File: config.mk
export PLATFORM = sky130hd
export DESIGN_NAME = match_ctrl
export DESIGN_NICKNAME = d
export VERILOG_FILES = /design/src/rtl/match_ctrl.sv
export SDC_FILE = /design/constraint.sdc
export NUM_CORES = 1
export LEC_CHECK = 0
export CAP_MARGIN = 20
export CORE_MARGIN = 4
export CORE_UTILIZATION = 53
export DETAILED_ROUTE_END_ITERATION = 7
export MAX_ROUTING_LAYER = met4
export PLACE_DENSITY = 0.79
export SYNTH_ARGS = -nofsm -noshare
export SYNTH_HDL_FRONTEND = slang
export SYNTH_SLANG_ARGS = --single-unit
File: constraint.sdc
create_clock -name clk -period 2.55 [get_ports clk]
set_clock_uncertainty 0.1 [all_clocks]
set_input_delay 0.51 -clock clk [delete_from_list [all_inputs] [get_ports clk]]
set_output_delay 0.51 -clock clk [all_outputs]
set_load 0.02 [all_outputs]
File: src/rtl/match_ctrl.sv
// Match sequencer for the two-player game: serve countdown, rally,
// point hold, pause and match-over handling around the physics engine.
module match_ctrl #(
    parameter int WIN_SCORE    = 7,
    parameter int SERVE_FRAMES = 90,
    parameter int POINT_FRAMES = 60
) (
    input  logic       clk,
    input  logic       rst_n,
    input  logic       frame_tick,
    input  logic       start_btn,
    input  logic       pause_btn,
    input  logic       phys_game_over,
    input  logic [1:0] phys_winner,
    output logic       phys_en,
    output logic [3:0] score_p1,
    output logic [3:0] score_p2,
    output logic [2:0] state,
    output logic [7:0] countdown,
    output logic [1:0] match_winner
);

    typedef enum logic [2:0] {
        IDLE   = 3'd0,
        SERVE  = 3'd1,
        PLAY   = 3'd2,
        POINT  = 3'd3,
        PAUSED = 3'd4,
        OVER   = 3'd5
    } state_e;

    localparam logic [3:0] WIN = 4'(WIN_SCORE);
    localparam logic [7:0] SF  = 8'(SERVE_FRAMES);
    localparam logic [7:0] PF  = 8'(POINT_FRAMES);

    state_e     state_q, state_d, saved_q, saved_d;
    logic [7:0] cnt_q, cnt_d;
    logic [3:0] s1_q, s1_d, s2_q, s2_d;
    logic [1:0] win_q, win_d;
    logic       armed_q, armed_d;
    logic       start_q, pause_q;
    logic       start_e, pause_e, valid_pt;

    assign start_e  = start_btn & ~start_q;
    assign pause_e  = pause_btn & ~pause_q;
    assign phys_en  = frame_tick & (state_q == PLAY);
    assign valid_pt = armed_q & phys_game_over &
                      (phys_winner == 2'd1 || phys_winner == 2'd2);

    always_ff @(posedge clk or negedge rst_n) begin
        if (!rst_n) begin
            state_q <= IDLE;
            saved_q <= IDLE;
            cnt_q   <= '0;
            s1_q    <= '0;
            s2_q    <= '0;
            win_q   <= '0;
            armed_q <= 1'b0;
            start_q <= 1'b0;
            pause_q <= 1'b0;
        end else begin
            state_q <= state_d;
            saved_q <= saved_d;
            cnt_q   <= cnt_d;
            s1_q    <= s1_d;
            s2_q    <= s2_d;
            win_q   <= win_d;
            armed_q <= armed_d;
            start_q <= start_btn;
            pause_q <= pause_btn;
        end
    end

    always_comb begin
        state_d = state_q;
        saved_d = saved_q;
        cnt_d   = cnt_q;
        s1_d    = s1_q;
        s2_d    = s2_q;
        win_d   = win_q;
        armed_d = armed_q;
        unique case (state_q)
            IDLE, OVER: begin
                if (start_e) begin
                    s1_d    = '0;
                    s2_d    = '0;
                    win_d   = '0;
                    armed_d = 1'b0;
                    cnt_d   = SF;
                    state_d = SERVE;
                end
            end
            SERVE: begin
                if (pause_e) begin
                    saved_d = SERVE;
                    state_d = PAUSED;
                end else if (frame_tick) begin
                    cnt_d = cnt_q - 8'd1;
                    if (cnt_q <= 8'd1) begin
                        cnt_d   = '0;
                        armed_d = 1'b0;
                        state_d = PLAY;
                    end
                end
            end
            PLAY: begin
                if (phys_en) armed_d = 1'b1;
                if (pause_e) begin
                    saved_d = PLAY;
                    state_d = PAUSED;
                end else if (valid_pt) begin
                    if (phys_winner == 2'd1 && s1_q != WIN) s1_d = s1_q + 4'd1;
                    if (phys_winner == 2'd2 && s2_q != WIN) s2_d = s2_q + 4'd1;
                    cnt_d   = PF;
                    state_d = POINT;
                end
            end
            POINT: begin
                if (pause_e) begin
                    saved_d = POINT;
                    state_d = PAUSED;
                end else if (frame_tick) begin
                    cnt_d = cnt_q - 8'd1;
                    if (cnt_q <= 8'd1) begin
                        if (s1_q == WIN || s2_q == WIN) begin
                            win_d   = (s1_q == WIN) ? 2'd1 : 2'd2;
                            cnt_d   = '0;
                            state_d = OVER;
                        end else begin
                            cnt_d   = SF;
                            state_d = SERVE;
                        end
                    end
                end
            end
            PAUSED: begin
                // ticks are dropped here; only a pause edge resumes
                if (pause_e) state_d = saved_q;
            end
            default: state_d = IDLE;
        endcase
    end

    assign state        = state_q;
    assign score_p1     = s1_q;
    assign score_p2     = s2_q;
    assign match_winner = win_q;
    assign countdown    = (state_q == SERVE || state_q == POINT) ? cnt_q : 8'd0;

endmodule

Yosys cells after proc, flatten, opt, wreduce, memory -nomap -nowiden
Cells that the tools add are included.
{ "word_totals": {"input_bits": 8, "register_bits": 27, "out_inout_bits": 22} }
{ "classes": {"mux": 50, "magnitude_cmp": 1, "addsub": 3, "bitwise": 7, "n_eq_ne": 33, "n_reduce_logical": 19} }
{ "ops": {"columns": ["operator", "n"], "rows": [
  ["two-way mux 8 bit", 10],
  ["two-way mux 3 bit", 14],
  ["case mux 8 bit (4 select lines)", 1],
  ["inequality test 2 bit, second input constant", 15],
  ["two-way mux 4 bit", 7],
  ["case mux 4 bit (2 select lines)", 2],
  ["inequality test 3 bit, second input constant", 5],
  ["case mux 3 bit (5 select lines)", 1],
  ["two-way mux 2 bit", 6],
  ["AND reduction 6 bit", 2],
  ["AND reduction 5 bit", 2],
  ["case mux 3 bit (3 select lines)", 1],
  ["adder 4 x 1 -> 4 bit, second input constant", 2],
  ["equality test 4 x 3 -> 1 bit, second input constant", 2],
  ["<= comparator 8 x 1 -> 1 bit, second input constant", 1],
  ["inequality test 4 x 3 -> 1 bit, second input constant", 2],
  ["AND reduction 8 bit", 1],
  ["subtractor 8 x 1 -> 8 bit, second input constant", 1],
  ["two-way mux 7 bit", 1],
  ["AND reduction 7 bit", 1],
  ["equality test 3 x 2 -> 1 bit, second input constant", 2],
  ["equality test 3 bit, second input constant", 2],
  ["nonzero test 3 bit", 2],
  ["bitwise AND 1 bit", 5],
  ["15 further kinds", 25]
]} }

Logic depth before layout (Yosys ltp)
{ "logic_depth": {"depth_word": 7, "mapped_depth": 7, "depth_no_buf": 7} }

Least setup slack after synthesis
No wires, ideal clock.
{ "synth_path": {"path_type": "input to register", "start": "input port phys_winner[0]", "end": "register cnt_q[7]", "stages": 7, "setup_slack_ns": 0.390, "required_time_ns": 2.355, "arrival_time_ns": 1.965, "setup_time_ns": 0.095, "path_cell_list": "inv_1 ha_1 nand3b_1 o21ai_0 nand4_1 or2_2 o31ai_1"} }
{ "synth_between": {"elab_chain_len": 5, "word_cells_on_any_way": 6, "cone_classes": "eq/ne (3); bitwise (1); reduce/logical (2)"} }
{ "synth_lines": {"columns": ["element", "line_no", "rtl"], "rows": [
  ["start, declared", "14", "input logic [1:0] phys_winner,"],
  ["equality test 2 x 1 -> 1 bit / equality test 2 bit (equally long branches)", "48", "(phys_winner == 2'd1 || phys_winner == 2'd2);"],
  ["logical OR 1 bit (*)", "48", null],
  ["bitwise AND 1 bit (*)", "47", "assign valid_pt = armed_q & phys_game_over &"],
  ["inequality test 2 bit (no line) (*)", null, null],
  ["AND reduction 8 bit (no line) (*)", null, null],
  ["end signal, assigned", "64", "cnt_q <= cnt_d;"],
  ["end, declared", "37", "logic [7:0] cnt_q, cnt_d;"]
]} }
Every way passes the cells marked *; elsewhere a longest branch is shown, timed or not.
A chain may end at the register's enable or synchronous reset.

Final worst setup path
{ "layout_path": {"start": "register state_q[2] (netlist: state[2])", "end": "output port phys_en"} }
{ "layout_between": {"elab_chain_len": 2} }
{ "layout_lines": {"columns": ["element", "line_no", "rtl"], "rows": [
  ["start, declared", "36", "state_e state_q, state_d, saved_q, saved_d;"],
  ["start signal, assigned", "62", "state_q <= state_d;"],
  ["equality test 3 x 2 -> 1 bit", "46", "assign phys_en = frame_tick & (state_q == PLAY);"],
  ["bitwise AND 1 bit", "46", null],
  ["end, declared", "15", "output logic phys_en,"]
]} }
No other way between the ends.

==> impl_metrics.json <==
{
  "cts_hold_buf": 0,
  "fmax_ghz": 0.395,
  "core_um2": 3150,
  "ys_seq_area_share_pct": 36.0,
  "ioPinCount": 30,
  "grtUsageTotal_pct": 25.8,
  "place_area_um2": 2270,
  "fin_area_um2": 2360,
  "cts_tree": "done",
  "p_leak_uw": 0.000990,
  "dieHeight_um": 66.4,
  "clk_latency_ns": 0.33,
  "start_util_pct": 57.4,
  "cp_slowest_cell": "clkdlybuf4s50_1",
  "hpwl_um": 3690,
  "crit_chain": "nor3b_1, and2_1, clkdlybuf4s50_1",
  "syn_area_um2": 1810,
  "maxCapViolCount": 0,
  "grt_overflow": 0,
  "slowest_delay_ns": 0.61,
  "worstPathRequired_ns": 1.94,
  "layout.nets": 274,
  "hold_viol": 0,
  "grt_antenna_before_repair": 0,
  "cts_root_buf": "clkbuf_4",
  "die-area_um2": 4410,
  "period_minus_slack_ns": 2.53,
  "rsz0062_at_grt": "yes",
  "via_per_inst": 5.98,
  "fp-row-count": 20,
  "final_common_cell": "clkdlybuf4s50_1",
  "syn_area_per_cell_um2": 8.53,
  "grt_max_degree": 27,
  "gp_congestion": 0.946,
  "synth_nets": 226,
  "grt_pass1_vias": 1840,
  "drc": 0,
  "finalNonFillerCells": 303,
  "wl_um": 4880,
  "path_max_fanout": 7,
  "ir_drop_mv": 0.573,
  "final_max_slew_viol_count": 0,
  "yosys_warnings": 0,
  "area_delta_synth_final_pct": 30.4,
  "hold_slack_ns": 0.418,
  "ys_ff_latch": 26,
  "status": "complete, no violations",
  "cts_sinks": 26,
  "layout_common_cells": "27 x clkdlybuf4s50_1, 26 x o21ai_0, 25 x dfrtp_1",
  "yosysTopAreaCellShare_pct": 36.0,
  "cp-end-kind": "output pin",
  "grt_pass1_wl_um": 8570,
  "htreeDepth": 1,
  "die_x_um": 66.4,
  "power_density_nw_per_um2": 1130,
  "n_antenna_cell": 0,
  "drt_iter0_drc": 175,
  "syn-instance-count": 212,
  "wire_per_inst_um": 16.1,
  "fin_crit_sh_pct": 99.2,
  "portBuffers": 29,
  "nFillCells": 251,
  "relSlewSlack_pct": 68.6,
  "cts_buffer_depth": 2,
  "dp.cells": 298,
  "finalSetupViolCount": 0,
  "dr.pass1.iters": 5,
  "cts_buffers": 3,
  "crit_path_start_kind": "flip-flop",
  "synth.largest_area_cell": "dfrtp_1",
  "hold_class": "flip-flop to flip-flop",
  "tightest_slew_ns": 0.468,
  "worstPathArrival_ns": 1.92,
  "drive_gt1_share_pct": 17.4,
  "dr_total_vias": 1811,
  "final_antenna_net_count": 0,
  "path_clk_slew_ns": 0.16,
  "yosys-top-cells-area": "dfrtp_1 36%, o21ai_0 7.7%, ha_1 4.1%, nor2_1 3.7%, o31ai_1 3.7%",
  "synthDistinctLibCells": 51,
  "critical_path_class": "flip-flop to output pin"
}
[timing repair]
item | CTS | global route
setup buffers | 1 | 0
pin swaps | 0 | 1
resized for setup | 2 | 9
endpoints found under the setup margin | 8 | 18
gates cloned | 0 | 0
[synthesized netlist by cell type, drive strengths merged]
cell type,n
a31oi,4
mux2i,3
nor2,19
a21oi,5
o21ai,29
dfrtp,26
a311oi,1
a22oi,1
o22ai,2
xnor2,2
inv,5
mux2,1
and2,9
a32o,1
a211o,1
or3,5
or4,1
o31ai,10
ha,6
nor4bb,2
nand4,1
nand3,5
nor2b,7
nor3,10
nand2b,8
nand2,16
buf,6
a221oi,3
a2bb2oi,3
xor2,1
or2,4
o41ai,1
a22o,1
clkbuf,2
a211oi,2
nand3b,4
or4b,2
a41oi,1
nor3b,1
clkinv,1
[kinds of logic (layout without fill, tap and decap cells)]
group | after synthesis | count (layout) | synth area share, %
compound gates | 65 | 65 | 23.9
xor+xnor | 3 | 3 | 1.45
fa+ha+maj | 6 | 6 | 4.15
buf+inv | 14 | 61 | 3.53
flops | 26 | 26 | 36.0
mux | 4 | 4 | 2.28
simple gates | 94 | 94 | 28.7
[where the power goes]
part | switching, µW | internal (µW)
registers | 137 | 531
logic | 933 | 760
clock network | 137 | 159
[area by class of cell]
| type | count | area [µm²] | area share (%) |
|---|---|---|---|
| clock buffer | 3 | 22.5 | 0.955 |
| clock inverter | 1 | 30.0 | 1.27 |
| inverter | 6 | 22.5 | 0.955 |
| multi-input combinational | 172 | 1120 | 47.3 |
| sequential | 26 | 652 | 27.6 |
| tap | 44 | 55.1 | 2.33 |
| timing repair buffer | 51 | 460 | 19.5 |
[sequential cells by signal, summed over array words and instances (netlist names)]
register / count
cnt_q: 8
pause_q: 1
match_winner: 2
score_p1: 4
score_p2: 4
saved_q: 2
armed_q: 1
state: 3
start_q: 1
[worst max-delay path, delay by kind of cell (launching register included)]
family                 cells  cell delay, ns
buffers and inverters      1            0.61
and+or+nand+nor            2            0.49
DFF                        1            0.49
[worst paths after layout]
| path | start | endpoint | slack (ns) | cells after the start |
|---|---|---|---|---|
| max in group asynchronous | rst_n | state[0] | 1.63 | 2 |
| min in group asynchronous | rst_n | match_winner[1] | 0.44 | 2 |
| hold / removal | score_p2[3] | score_p2[3] | 0.42 | 1 |
| setup reg to reg | state[0] | state[0] | 0.28 | 6 |
| setup / recovery | state[2] | phys_en | 0.02 | 3 |
| hold reg to reg | score_p2[3] | score_p2[3] | 0.42 | 1 |
[through the flow]
stage | TNS (ns) | power [µW] | utilization [%] | setup WS (ns)
3_5_place_dp | -2.61 | 2310 | 72.0 | -0.220
2_1_floorplan | 0 | 1690 | - | 0.390
6_report | 0 | 2660 | 74.8 | 0.0208
3_3_place_gp | -1.28 | 2280 | 72.0 | -0.139
4_1_cts | 0 | 2630 | 74.0 | 0.0338
5_1_grt | -0.431 | 2870 | 74.8 | -0.0636
[layer usage]
metal	vias up	wire [µm]	part of all wire (%)	global-route usage [%]
li1	869	-	-	-
met1	829	2010	41	31.7
met2	99	2480	51	44.0
met3	14	301	6.2	3.23
met4	0	91	1.9	8.12
met5	-	0	0	-
Power figures use the tool's default switching activity.
